## config.mk

```make
export PLATFORM = sky130hd
export DESIGN_NAME = contador_bcd_display_n_flat
export DESIGN_NICKNAME = d
export VERILOG_FILES = /design/src/rtl/contador_bcd_display_n_if.sv /design/src/rtl/contador_bcd_display_n.sv /design/src/flat_wrapper.sv
export SDC_FILE = /design/constraint.sdc
export NUM_CORES = 1
export LEC_CHECK = 0
export ABC_CLOCK_PERIOD_IN_PS = 4100
export CORE_MARGIN = 2
export CORE_UTILIZATION = 59
export CTS_CLUSTER_SIZE = 16
export DETAILED_ROUTE_END_ITERATION = 6
export PLACE_DENSITY_LB_ADDON = 0.15
export SYNTH_ARGS = -nofsm -noshare
export SYNTH_HDL_FRONTEND = slang
export SYNTH_SLANG_ARGS = --single-unit
```

## constraint.sdc

```tcl
create_clock -name clk -period 4.1 [get_ports clk]
set_input_delay 1.23 -clock clk [delete_from_list [all_inputs] [get_ports clk]]
set_output_delay 1.23 -clock clk [all_outputs]
set_load 0.01 [all_outputs]
```

## src/rtl/contador_bcd_display_n_if.sv

```systemverilog
// Control/status bundle of the N-digit BCD counter with multiplexed 7-segment driver.
// The master side drives the count controls; the slave side (the counter) returns
// the BCD value, the display drive and the status pulses.
interface contador_bcd_display_n_if #(
  parameter int NUM_DIGITS = 4
);
  logic                    en;
  logic                    up;
  logic                    clear;
  logic                    blank_lz;
  logic [4*NUM_DIGITS-1:0] count;
  logic [7:0]              segmentos;
  logic [NUM_DIGITS-1:0]   sel_seg;
  logic                    tick;
  logic                    wrap;

  modport master (
    output en, up, clear, blank_lz,
    input  count, segmentos, sel_seg, tick, wrap
  );

  modport slave (
    input  en, up, clear, blank_lz,
    output count, segmentos, sel_seg, tick, wrap
  );
endinterface

```

## src/rtl/contador_bcd_display_n.sv

```systemverilog
// N-digit BCD up/down counter with a time-multiplexed 7-segment driver.
// A prescaler turns the enabled clock into count steps; an independent, free-running
// scan counter walks the digit select. Select and segment lines are registered
// together from the post-edge index and count, so they can never disagree.
module contador_bcd_display_n #(
  parameter int NUM_DIGITS     = 4,
  parameter int TICK_DIV       = 10_000_000,
  parameter int SCAN_DIV       = 10_000,
  parameter bit SEG_ACTIVE_LOW = 1'b1,
  parameter bit SEL_ACTIVE_LOW = 1'b1
) (
  input logic                    clk,
  input logic                    rst,
  contador_bcd_display_n_if.slave bus
);

  localparam int CW = 4 * NUM_DIGITS;
  localparam int PW = (TICK_DIV > 1) ? $clog2(TICK_DIV) : 1;
  localparam int SW = (SCAN_DIV > 1) ? $clog2(SCAN_DIV) : 1;
  localparam int IW = (NUM_DIGITS > 1) ? $clog2(NUM_DIGITS) : 1;

  localparam logic [PW-1:0]         PRESC_MAX = PW'(TICK_DIV - 1);
  localparam logic [SW-1:0]         SCAN_MAX  = SW'(SCAN_DIV - 1);
  localparam logic [IW-1:0]         IDX_MAX   = IW'(NUM_DIGITS - 1);
  localparam logic [CW-1:0]         ALL_NINES = {NUM_DIGITS{4'h9}};
  localparam logic [CW-1:0]         ALL_ZERO  = {CW{1'b0}};
  localparam logic [7:0]            SEG_OFF   = SEG_ACTIVE_LOW ? 8'hFF : 8'h00;
  localparam logic [7:0]            SEG_ZERO  = SEG_ACTIVE_LOW ? 8'hC0 : 8'h3F;
  localparam logic [NUM_DIGITS-1:0] SEL_ONE   = NUM_DIGITS'(1);
  localparam logic [NUM_DIGITS-1:0] SEL_RST   = SEL_ACTIVE_LOW ? ~SEL_ONE : SEL_ONE;

  // Active-high a-g glyph for a BCD digit; codes above 9 never occur and stay dark.
  function automatic logic [6:0] glyph(input logic [3:0] d);
    logic [6:0] g;
    case (d)
      4'd0:    g = 7'h3F;
      4'd1:    g = 7'h06;
      4'd2:    g = 7'h5B;
      4'd3:    g = 7'h4F;
      4'd4:    g = 7'h66;
      4'd5:    g = 7'h6D;
      4'd6:    g = 7'h7D;
      4'd7:    g = 7'h07;
      4'd8:    g = 7'h7F;
      4'd9:    g = 7'h6F;
      default: g = 7'h00;
    endcase
    return g;
  endfunction

  // Full 8-bit segment drive with dp forced off and the pad polarity applied.
  function automatic logic [7:0] seg_drive(input logic [6:0] g);
    return {1'b0, g} ^ {8{SEG_ACTIVE_LOW}};
  endfunction

  // One BCD step with ripple carry (up) or borrow (down) across all digits.
  function automatic logic [CW-1:0] bcd_step(input logic [CW-1:0] v, input logic dir_up);
    logic [CW-1:0] r;
    logic [3:0]    d;
    logic          c;
    r = v;
    c = 1'b1;
    for (int i = 0; i < NUM_DIGITS; i++) begin
      d = v[4*i +: 4];
      if (!c) begin
        r[4*i +: 4] = d;
      end else if (dir_up) begin
        if (d == 4'd9) begin
          r[4*i +: 4] = 4'd0;
          c           = 1'b1;
        end else begin
          r[4*i +: 4] = d + 4'd1;
          c           = 1'b0;
        end
      end else begin
        if (d == 4'd0) begin
          r[4*i +: 4] = 4'd9;
          c           = 1'b1;
        end else begin
          r[4*i +: 4] = d - 4'd1;
          c           = 1'b0;
        end
      end
    end
    return r;
  endfunction

  // Picks the nibble of the digit currently being scanned.
  function automatic logic [3:0] digit_at(input logic [CW-1:0] v, input logic [IW-1:0] idx);
    logic [3:0] d;
    d = 4'd0;
    for (int i = 0; i < NUM_DIGITS; i++) begin
      if (i == int'(idx)) begin
        d = v[4*i +: 4];
      end else begin
        d = d;
      end
    end
    return d;
  endfunction

  // A digit is a leading zero when it is not digit 0 and it and every higher digit are 0.
  function automatic logic is_leading_zero(input logic [CW-1:0] v, input logic [IW-1:0] idx);
    logic nz;
    nz = 1'b0;
    for (int i = 0; i < NUM_DIGITS; i++) begin
      if ((i >= int'(idx)) && (v[4*i +: 4] != 4'd0)) begin
        nz = 1'b1;
      end else begin
        nz = nz;
      end
    end
    return (idx != IW'(0)) && !nz;
  endfunction

  logic [CW-1:0]         count_r;
  logic [PW-1:0]         presc_r;
  logic                  tick_r;
  logic                  wrap_r;
  logic [SW-1:0]         scan_r;
  logic [IW-1:0]         idx_r;
  logic [NUM_DIGITS-1:0] sel_r;
  logic [7:0]            seg_r;

  logic                  step_s;
  logic [CW-1:0]         count_nxt_s;
  logic [PW-1:0]         presc_nxt_s;
  logic                  tick_nxt_s;
  logic                  wrap_nxt_s;
  logic [SW-1:0]         scan_nxt_s;
  logic [IW-1:0]         idx_nxt_s;
  logic [NUM_DIGITS-1:0] sel_nxt_s;
  logic [7:0]            seg_nxt_s;
  logic [3:0]            digit_s;
  logic                  blank_s;

  // Prescaler and counter next state; clear wins over a coincident step.
  always_comb begin
    step_s      = bus.en && (presc_r == PRESC_MAX);
    count_nxt_s = count_r;
    presc_nxt_s = presc_r;
    tick_nxt_s  = 1'b0;
    wrap_nxt_s  = 1'b0;
    if (bus.clear) begin
      count_nxt_s = ALL_ZERO;
      presc_nxt_s = {PW{1'b0}};
    end else if (step_s) begin
      count_nxt_s = bcd_step(count_r, bus.up);
      presc_nxt_s = {PW{1'b0}};
      tick_nxt_s  = 1'b1;
      wrap_nxt_s  = bus.up ? (count_r == ALL_NINES) : (count_r == ALL_ZERO);
    end else if (bus.en) begin
      presc_nxt_s = presc_r + PW'(1);
    end else begin
      presc_nxt_s = presc_r;
    end
  end

  // Free-running scan timer and digit index, unaffected by en and clear.
  always_comb begin
    scan_nxt_s = scan_r;
    idx_nxt_s  = idx_r;
    if (scan_r == SCAN_MAX) begin
      scan_nxt_s = {SW{1'b0}};
      if (idx_r == IDX_MAX) begin
        idx_nxt_s = {IW{1'b0}};
      end else begin
        idx_nxt_s = idx_r + IW'(1);
      end
    end else begin
      scan_nxt_s = scan_r + SW'(1);
      idx_nxt_s  = idx_r;
    end
  end

  // Display drive computed from the index and count that this edge will load.
  always_comb begin
    sel_nxt_s = SEL_ONE << idx_nxt_s;
    if (SEL_ACTIVE_LOW) begin
      sel_nxt_s = ~sel_nxt_s;
    end else begin
      sel_nxt_s = sel_nxt_s;
    end
    digit_s = digit_at(count_nxt_s, idx_nxt_s);
    blank_s = bus.blank_lz && is_leading_zero(count_nxt_s, idx_nxt_s);
    if (blank_s) begin
      seg_nxt_s = SEG_OFF;
    end else begin
      seg_nxt_s = seg_drive(glyph(digit_s));
    end
  end

  // State and output registers with immediate asynchronous reset.
  always_ff @(posedge clk or posedge rst) begin
    if (rst) begin
      count_r <= ALL_ZERO;
      presc_r <= {PW{1'b0}};
      tick_r  <= 1'b0;
      wrap_r  <= 1'b0;
      scan_r  <= {SW{1'b0}};
      idx_r   <= {IW{1'b0}};
      sel_r   <= SEL_RST;
      seg_r   <= SEG_ZERO;
    end else begin
      count_r <= count_nxt_s;
      presc_r <= presc_nxt_s;
      tick_r  <= tick_nxt_s;
      wrap_r  <= wrap_nxt_s;
      scan_r  <= scan_nxt_s;
      idx_r   <= idx_nxt_s;
      sel_r   <= sel_nxt_s;
      seg_r   <= seg_nxt_s;
    end
  end

  assign bus.count     = count_r;
  assign bus.tick      = tick_r;
  assign bus.wrap      = wrap_r;
  assign bus.sel_seg   = sel_r;
  assign bus.segmentos = seg_r;

endmodule

```

## src/flat_wrapper.sv

```systemverilog
// flat-port wrapper written by rule: the top's interface ports become plain ports
module contador_bcd_display_n_flat 
#(
  parameter int NUM_DIGITS     = 4,
  parameter int TICK_DIV       = 10_000_000,
  parameter int SCAN_DIV       = 10_000,
  parameter bit SEG_ACTIVE_LOW = 1'b1,
  parameter bit SEL_ACTIVE_LOW = 1'b1
)
  (clk, rst, bus_en, bus_up, bus_clear, bus_blank_lz, bus_count, bus_segmentos, bus_sel_seg, bus_tick, bus_wrap);
  contador_bcd_display_n_if #(.NUM_DIGITS(NUM_DIGITS)) bus_i ();
  input logic clk;
  input logic rst;
  input wire logic [$bits(bus_i.en)-1:0] bus_en;
  input wire logic [$bits(bus_i.up)-1:0] bus_up;
  input wire logic [$bits(bus_i.clear)-1:0] bus_clear;
  input wire logic [$bits(bus_i.blank_lz)-1:0] bus_blank_lz;
  output wire logic [$bits(bus_i.count)-1:0] bus_count;
  output wire logic [$bits(bus_i.segmentos)-1:0] bus_segmentos;
  output wire logic [$bits(bus_i.sel_seg)-1:0] bus_sel_seg;
  output wire logic [$bits(bus_i.tick)-1:0] bus_tick;
  output wire logic [$bits(bus_i.wrap)-1:0] bus_wrap;
  assign bus_i.en = bus_en;
  assign bus_i.up = bus_up;
  assign bus_i.clear = bus_clear;
  assign bus_i.blank_lz = bus_blank_lz;
  assign bus_count = bus_i.count;
  assign bus_segmentos = bus_i.segmentos;
  assign bus_sel_seg = bus_i.sel_seg;
  assign bus_tick = bus_i.tick;
  assign bus_wrap = bus_i.wrap;
  contador_bcd_display_n #(.NUM_DIGITS(NUM_DIGITS), .TICK_DIV(TICK_DIV), .SCAN_DIV(SCAN_DIV), .SEG_ACTIVE_LOW(SEG_ACTIVE_LOW), .SEL_ACTIVE_LOW(SEL_ACTIVE_LOW)) u_core (.clk(clk), .rst(rst), .bus(bus_i));
endmodule
```

== Word level (Yosys, flattened, before mapping) ==
Memory sizes are Yosys's and may differ from the RTL's.
Cells that the tools add are included.

* $lt $le $gt $ge: 3
* Bitwise gates (word level): 2
* $add $sub $neg: 11
* Shift-type cells: 1
* Multiplexer cells: 55
* Reduce and logical (&&, ||, !) cells: 19
* Equality and inequality tests: 11

{| class="wikitable"
|+ Operator list
! cell !! count
|-
| $mux 4 || 19
|-
| $mux 24 || 3
|-
| $mux 16 || 2
|-
| $mux 1 || 26
|-
| $add 24x1->24 const B || 1
|-
| $eq 24x24->1 const B || 1
|-
| $add 4x1->4 const B || 4
|-
| $eq 16x16->1 const B || 1
|-
| $eq 4x4->1 const B || 4
|-
| $logic_not 16->1 || 1
|-
| $logic_not 4->1 || 4
|-
| $reduce_bool 4->1 || 4
|-
| $sub 4x1->4 const B || 4
|-
| $add 14x1->14 const B || 1
|-
| $eq 14x14->1 const B || 1
|-
| $mux 14 || 1
|-
| $mux 8 || 1
|-
| $not 7->8 || 1
|-
| $mux 7 || 1
|-
| $logic_and 1x1->1 || 6
|-
| $eq 2x2->1 const A || 2
|-
| $ge 1x2->1 const A || 2
|-
| $mux 2 || 2
|-
| $not 4->4 || 1
|-
| 9 further kinds || 9
|}

* Output and inout bits: 30
* Memory bits (read-only): 112
* Input port bits: 6
* Memories kept: 1
* Word-level logic and storage cells: 111
* Flip-flop bits (word level): 70

{| class="wikitable"
|+ Memory list
! memory !! depth !! bits a word !! rd ports !! clocked after memory_dff !! wr ports !! RTL line !! RTL
|-
| (no name shown) || 16 || 7 || 1 || 0 || 0 || contador_bcd_display_n.sv:35 || <nowiki>case (d)</nowiki>
|}

== Logic depth before layout (Yosys ltp) ==
Gate-level depths: netlist of run 1.

* Depth after elaboration: 26
* Gate-level depth with buffers: 16
* Gate-level depth less buffers: 14

== Worst setup path before layout of run 1 ==
Ideal clock, no wire load.

* Kind: input to register
* Start point: input port bus_en
* End point: register u_core.seg_r[3] (netlist: u_core.bus.segmentos[3])
* Path buffers: 1
* Stages: 11
* Slack: 0.219 ns
* Data required time: 3.963 ns
* Library setup time: 0.137 ns
* Arrival time: 3.744 ns
* Path through: buf_6 > nand3_1 > or4_4 > or4_4 > o32ai_2 > o22ai_1 > a31oi_1 > inv_1 > ha_1 > mux2i_1 > o21ai_0

* Elaborated cells on any way between the ends: 25
* Classes of those cells: mux: 12; bitwise: 1; reduce/logical: 11; memory: 1

{| class="wikitable"
|+ RTL lines
! what !! RTL line !! RTL
|-
| start: declaration || flat_wrapper.sv:14 || <nowiki>input wire logic [$bits(bus_i.en)-1:0] bus_en;</nowiki>
|-
| $logic_and 1x1->1 (*) || contador_bcd_display_n.sv:139 || <nowiki>step_s = bus.en && (presc_r == PRESC_MAX);</nowiki>
|-
| $mux 16 (*) || contador_bcd_display_n.sv:147 || <nowiki>end else if (step_s) begin</nowiki>
|-
| $mux 16 (*) || contador_bcd_display_n.sv:144 || <nowiki>if (bus.clear) begin</nowiki>
|-
| named net u_core.count_nxt_s[12] || contador_bcd_display_n.sv:126 || <nowiki>logic [CW-1:0] count_nxt_s;</nowiki>
|-
| branches (longest 5 deep; another with $mem_v2 16x7) || n/a ||
|-
| $mux 8 (*) || contador_bcd_display_n.sv:186 || <nowiki>if (blank_s) begin</nowiki>
|-
| named net u_core.seg_nxt_s[3] || contador_bcd_display_n.sv:133 || <nowiki>logic [7:0] seg_nxt_s;</nowiki>
|-
| end signal: assignment || contador_bcd_display_n.sv:212 || <nowiki>seg_r <= seg_nxt_s;</nowiki>
|-
| end: declaration || contador_bcd_display_n.sv:123 || <nowiki>logic [7:0] seg_r;</nowiki>
|}

Mark *: on every way through the listed nets, which the timed path passes. The select of a mux whose other input is x is not followed.
A chain may end at the register's enable or synchronous reset.

== Worst setup path in the final report of run 1 ==
* Start point: input port bus_en
* End point: register u_core.seg_r[3] (netlist: u_core.bus.segmentos[3])

* Cells in the longest elaborated chain, start to end: 13
* Elaborated cells on any way between the ends: 25
* Classes of those cells: mux: 12; bitwise: 1; reduce/logical: 11; memory: 1

{| class="wikitable"
|+ RTL lines
! what !! RTL line
|-
| $logic_and 1x1->1 (*) || contador_bcd_display_n.sv:139
|-
| $mux 16 (*) || contador_bcd_display_n.sv:147
|-
| $mux 16 (*) || contador_bcd_display_n.sv:144
|-
| branches (longest 9 deep; another with $mem_v2 16x7) || n/a
|-
| $mux 8 (*) || contador_bcd_display_n.sv:186
|-
| named net u_core.seg_nxt_s[3] || contador_bcd_display_n.sv:133
|}

Marked as above.

==> parameters.txt, run 1 <==
Parameter                              Value

Timing
  Total count of hold-check failures in the final report    0
  Highest clock rate    0.2514 GHz
  Part of the cycle the worst path needs    97.03%
  Clock Skews    11.81 ps
  Min cycle time layout    3978 ps
  Pins Over Slew Limit    0
  Relative slew slack    43.54%
  Transition at the pin with the smallest max-transition slack    846.9 ps
  Endpoints failing setup    0
  Post-route worst hold slack    479.0 ps
  Fin worst setup slack    121.7 ps

Placement
  Placer congestion estimate    0.9071
  Half-perimeter wire length after placement    7701 microns
  Worst slack after detailed placement    -301.6 ps
  Count of buffers from port buffering    34
  Placed cell area    5221 sq um

Hold path
  Class of the tightest hold or removal check    flip-flop to flip-flop
  Hold-critical path depth    1
  Worst Min Path Start    u_core.scan_r[0]$_DFF_PP0_
  Endpoint, Worst Hold    u_core.scan_r[0]$_DFF_PP0_

Worst setup path
  Largest driver fanout on the critical path    6
  Endpoint of the worst-slack reg-to-reg timing path    u_core.bus.segmentos[3]$_DFF_PP0_
  Worst Path Arrival    4200 ps
  Class of the most critical setup path    input port to flip-flop
  Type of element capturing the critical path    flip-flop
  Critical path data required time    4320 ps
  Crit path launch type    input port
  Internal reg-to-reg setup slack    700 ps
  R2R depth    13
  Critical register-to-register path startpoint    u_core.bus.count[0]$_DFF_PP0_

Logic synthesis
  Leading register cell type out of synthesis    dfrtp_1
  Net count after synthesis    529
  Post-synth design cell area    4612 sq um
  Post-synth EDFFs    0
  Average instance area after synthesis    9.169 sq um
  Number of distinct standard cells referenced by the synthesized netlist    88
  Sequential area share after synthesis    37.55%
  Post-synthesis register bit count    69
  Post-synthesis async set-or-reset flop share    100.0%
  Number of warning messages in the yosys log    0
  Post-synthesis instance total    503

Power and ir drop
  Static leakage    2.361 nW
  Power after layout    0.001463 W
  Max VDD drop    0.2163 mV
  Cell area power density    265.3 nW/um^2

Global routing
  Vias in the first global route    3826
  Initial antenna violation count    0
  Largest net degree at the start of global routing    70
  Global-route wire length before repair    18020 microns
  Grt total ovfl    0
  Overall fraction of global-route tracks in use    26.29%

Routing
  Number of detailed-routing iterations run before antenna repair    4
  Vias after detailed routing    3989
  Number of vias per cell    5.954
  Number of DRC violations after detailed routing    0
  Final ANT Viol Nets    0
  Iteration-0 DRC Markers    162
  WL per Instance    15.89 microns
  Final wirelength    10650 microns

Floorplan
  Full die area    8540 sq um
  Number of rows created at floorplan    32
  Effective utilization at floorplan    60.31%
  Core Region    7647 sq um
  I/O pin count    36
  Die height    92.41 microns
  DIE WIDTH    92.41 microns

Layout
  Number of nets in the layout    589
  N_diodes    0
  Fraction of layout cells with a size suffix above 1    16.37%
  Final std cell area, no fill    5514 sq um
  Synthesis-to-layout area growth    19.56%

Clock tree
  Cell at the root of the clock tree    clkbuf_8
  Hold_buf cts    0
  Maximum clock path buffer count    2
  Number of clock sinks seen by CTS    69
  Clock tree from TritonCTS    done
  Clock latency on the worst-skew pair    360 ps
  Clock H-tree levels    3
  Clock edge transition at the registers on the reported setup and hold paths    90 ps
  Inserted Clock Buffers    9

Run
  Max-cap violation count    0

Run status
  Run status    complete, no violations
[stage by stage]
step / TNS (ps) / util [%] / std cells
detailed placement: -1568 / 68.28 / 654
floorplan: 0 / - / 503
CTS: 0 / 71.60 / 670
global route: -42.13 / 72.10 / 670
global placement: -980.4 / 68.28 / 654
finish: 0 / 72.10 / 670
[layer usage]
| metal | vias up | global-route usage, % | routed length [microns] | share of wire [%] |
|---|---|---|---|---|
| li1 | 1924 | - | - | - |
| met1 | 1950 | 33.71 | 4760 | 45 |
| met2 | 100 | 44.83 | 5210 | 49 |
| met3 | 15 | 5.045 | 505 | 4.7 |
| met4 | 0 | 8.582 | 170 | 1.6 |
| met5 | - | 0 | 0 | 0 |
[cell usage in the layout (no fill, tap or decap), types with 3 or more instances in the layout]
master           count
dfrtp_1             65
nor2_1              59
nand2_1             40
buf_4               39
clkdlybuf4s50_1     34
inv_1               27
nand3_1             20
ha_1                20
xnor2_1             17
o21ai_0             15
xor2_1              14
mux2i_1             13
a21oi_1             12
clkbuf_8             9
nor4b_1              8
nand2b_1             8
nor3_1               8
nor2b_1              8
and3_1               7
nand4_1              7
or3_1                7
nand3b_1             6
nor3b_1              6
and2_1               6
nor4_1               5
a211oi_1             5
o22ai_1              5
a31oi_1              5
dfstp_2              4
or4_4                3
o31ai_1              3
bufinv_16            3
[kinds of logic after synthesis]
| family | Yosys count | share of synthesized area, % |
|---|---|---|
| compound gates | 86 | 13.84 |
| mux | 15 | 3.554 |
| fa+ha+maj | 20 | 5.426 |
| buf+inv | 53 | 5.643 |
| other cells | 1 | 0.08131 |
| flops | 69 | 37.55 |
| simple gates | 228 | 28.03 |
| xor+xnor | 31 | 5.887 |
[worst max-delay path: stages]
cell and delay, ps:
clkdlybuf4s50_1 490, nand3_1 130, or4_4 590, buf_4 190
nor4_2 300, a21o_1 140, o21ai_0 150, a31oi_1 270
inv_1 130, ha_1 330, mux2i_1 150, o21ai_0 100
[area by class of cell]
| type | instances | area (sq um) |
|---|---|---|
| tap | 102 | 127.6 |
| multi-input combinational | 381 | 2659 |
| clock inverter | 7 | 130.1 |
| fill | 603 | 2133 |
| timing repair buffer | 73 | 633.1 |
| inverter | 29 | 108.9 |
| sequential | 69 | 1732 |
| clock buffer | 9 | 123.9 |
[cells in the mapped netlist (all sizes together) (4+ instances only)]
cell type	count	area, sq um
dfrtp	65	1627
nor2	59	221.5
nand2	40	150.1
inv	28	105.1
ha	20	250.2
nand3	20	100.1
clkbuf	18	98.84
o21ai	18	93.84
xnor2	17	148.9
mux2i	14	152.6
xor2	14	122.6
a21oi	12	60.06
nor3	9	50.05
and3	8	51.30
nand2b	8	50.05
nor2b	8	50.05
nor4	8	71.32
nor4b	8	70.07
or3	8	51.30
and2	7	43.79
nand4	7	43.79
nor3b	7	57.55
a211oi	6	45.04
buf	6	52.54
nand3b	6	45.04
a31oi	5	31.28
o22ai	5	31.28
dfstp	4	105.1
or4b	4	40.04
[state kept, by name (all words and copies together), names as in the netlist]
signal / flops
u_core.bus.count: 16
u_core.bus.sel_seg: 4
u_core.bus.wrap: 1
u_core.idx_r: 2
u_core.bus.tick: 1
u_core.scan_r: 14
u_core.bus.segmentos: 7
u_core.presc_r: 24
[timing repair]
action | 4_1_cts | 5_1_grt
setup buffers | 0 | 0
resized for setup | 0 | 8
setup endpoints to repair | 0 | 7
[where the power goes]
| part | switching (W) | internal, W | total [W] |
|---|---|---|---|
| registers | 0.00000164 | 0.000682 | 0.000683 |
| logic | 0.0000449 | 0.0000240 | 0.0000689 |
| clock network | 0.000295 | 0.000416 | 0.000710 |
| total | 0.000341 | 0.00112 | 0.00146 |
[worst max-delay path by stage]
stage / start / endpoint / depth (start not counted)
after detailed placement: bus_en / u_core.bus.segmentos[3]$_DFF_PP0_ / 11
after global routing: bus_en / u_core.bus.segmentos[3]$_DFF_PP0_ / 12
final: bus_en / u_core.bus.segmentos[3]$_DFF_PP0_ / 12
after CTS: bus_en / u_core.bus.segmentos[3]$_DFF_PP0_ / 11
after global placement: bus_en / u_core.bus.segmentos[3]$_DFF_PP0_ / 11
after floorplan: bus_en / u_core.bus.segmentos[3]$_DFF_PP0_ / 11
Power figures use the tool's default switching activity.
==> run 2, diff against run 1 <==
- CAP_MARGIN: unset -> 20
- PLACE_DENSITY_LB_ADDON: 0.15 -> 0.3
==> parameters.txt, run 2 (synthesis results as in run 1) <==
Parameter                              Value

Global routing
  Vias in the first global route    3853
  Overall fraction of global-route tracks in use    26.50%
  Global-route wire length before repair    18130 microns
  Grt total ovfl    0
  Largest net degree at the start of global routing    33
  Initial antenna violation count    1

Worst setup path
  Class of the most critical setup path    input port to flip-flop
  Count of buffering cells on the critical path with inverters included    5
  Critical path data required time    4340 ps
  Most common cell on crit path    buf_4
  Type of element capturing the critical path    flip-flop
  Cell-by-cell listing of the critical path    clkdlybuf4s50_1, buf_4, nor4b_1, buf_4, o221ai_1, or3_2, mux2i_1, a221oi_2, and2_1, buf_4, ha_1, inv_1, mux2i_1, a31oi_1
  Largest driver fanout on the critical path    5
  Standard cell with the maximum stage delay on the critical path    or3_2
  Slowest stage delay, CP    490 ps
  Crit path launch type    input port
  Worst Path Arrival    4200 ps
  Worst path top cell family by delay    simple AND/OR/NAND/NOR gates

Timing
  Relative slew slack    56.03%
  Accumulated negative setup slack    0 ps
  Post-route worst hold slack    464.0 ps
  Clock Skews    6.221 ps
  Endpoints failing setup    0
  Total count of hold-check failures in the final report    0
  Transition at the pin with the smallest max-transition slack    658.0 ps
  Highest clock rate    0.2522 GHz
  Min cycle time layout    3966 ps
  Pins Over Slew Limit    0
  Part of the cycle the worst path needs    96.73%
  Fin worst setup slack    134.2 ps

Placement
  Half-perimeter wire length after placement    7877 microns
  Placed cell area    5214 sq um
  Placer congestion estimate    0.9245
  Count of buffers from port buffering    34
  Worst slack after detailed placement    -260.6 ps

Clock tree
  Clock tree from TritonCTS    done
  Maximum clock path buffer count    2
  Setup fix buffers added after clock tree synthesis    0
  Number of clock sinks seen by CTS    69
  Cell at the root of the clock tree    clkbuf_8
  Clock H-tree levels    3
  Clock latency on the worst-skew pair    350 ps
  Inserted Clock Buffers    9
  Clock edge transition at the registers on the reported setup and hold paths    80 ps
  Hold_buf cts    0

Floorplan
  Die height    92.41 microns
  Effective utilization at floorplan    60.31%
  Core Region    7647 sq um
  DIE WIDTH    92.41 microns
  I/O pin count    36
  Full die area    8540 sq um
  Number of rows created at floorplan    32

Routing
  Final wirelength    10830 microns
  Final ANT Viol Nets    0
  Number of DRC violations after detailed routing    0
  Iteration-0 DRC Markers    192
  WL per Instance    16.18 microns
  Number of vias per cell    6.012
  Number of detailed-routing iterations run before antenna repair    6
  Vias after detailed routing    4022

Layout
  Flip-flop count of the largest register after layout    24
  Synthesis-to-layout area growth    17.91%
  Final std cell area, no fill    5438 sq um
  N_diodes    0
  Most common library cell in the layout ignoring fill and taps    dfrtp_1
  Largest reg by FF count    u_core.presc_r
  Number of nets in the layout    588
  Most frequent cells in the layout    dfrtp_1 (65), nor2_1 (59), nand2_1 (40)
  Fraction of layout cells with a size suffix above 1    16.23%

Run
  Max-cap violation count    0

Power and ir drop
  Static leakage    2.297 nW
  Max VDD drop    0.1930 mV
  Power after layout    0.001280 W
  Cell area power density    235.3 nW/um^2

Hold path
  Class of the tightest hold or removal check    flip-flop to flip-flop

Run status
  Run status    complete, no violations
run 2: cell types whose count changed in the layout (fill, tap and decap cells not counted), sizes merged:
| cell | previous run | this run |
|---|---|---|
| buf | 39 | 38 |
| bufinv | 3 | 0 |
| clkbuf | 9 | 10 |
| clkinv | 2 | 3 |
| clkinvlp | 0 | 2 |
| inv | 31 | 30 |
run 2: layout make-up:
type / count / area (sq um)
clock buffers: 10 / 137.6
multi-input cells: 381 / 2660
inverters: 29 / 108.9
fillers: 588 / 2210
clock inverters: 6 / 46.29
flip-flops and latches: 69 / 1732
well taps: 102 / 127.6
repair buffers: 72 / 625.6
run 2: per-layer routing:
metal | GRT usage [%] | wire (microns) | up-vias
met5 | 0 | 13 | -
met4 | 8.955 | 238 | 2
met3 | 6.103 | 599 | 29
met2 | 45.74 | 5446 | 128
met1 | 32.71 | 4529 | 1937
li1 | - | - | 1926
run 2: worst paths after layout:
check	from	endpoint	slack (ps)	cells past startpoint
worst max-delay path	bus_up	u_core.bus.segmentos[4]$_DFF_PP0_	130	14
max in group asynchronous	rst	u_core.presc_r[8]$_DFFE_PP0P_	2260	3
min in group asynchronous	rst	u_core.idx_r[0]$_DFF_PP0_	1130	2
worst max register to register	u_core.presc_r[13]$_DFFE_PP0P_	u_core.bus.segmentos[4]$_DFF_PP0_	720	11
worst min-delay path	u_core.scan_r[0]$_DFF_PP0_	u_core.scan_r[0]$_DFF_PP0_	460	1
worst min register to register	u_core.scan_r[0]$_DFF_PP0_	u_core.scan_r[0]$_DFF_PP0_	460	1
run 2: power breakdown:
part | internal [W] | total, W | switching, W
clock | 0.000240 | 0.000526 | 0.000286
sequential | 0.000682 | 0.000684 | 0.00000187
combinational | 0.0000248 | 0.0000702 | 0.0000454
total | 0.000947 | 0.00128 | 0.000333
run 2: repair_timing:
action | in CTS | in global routing
hold endpoints to repair | 0 | 0
endpoints found under the setup margin | 0 | 4
gates resized for setup | 0 | 7
run 2: per-stage QoR:
| stage | utilization, % | instances |
|---|---|---|
| floorplan | - | 503 |
| global placement | 68.18 | 653 |
| detailed placement | 68.18 | 653 |
| CTS | 70.58 | 669 |
| global route | 71.11 | 669 |
| finish | 71.11 | 669 |
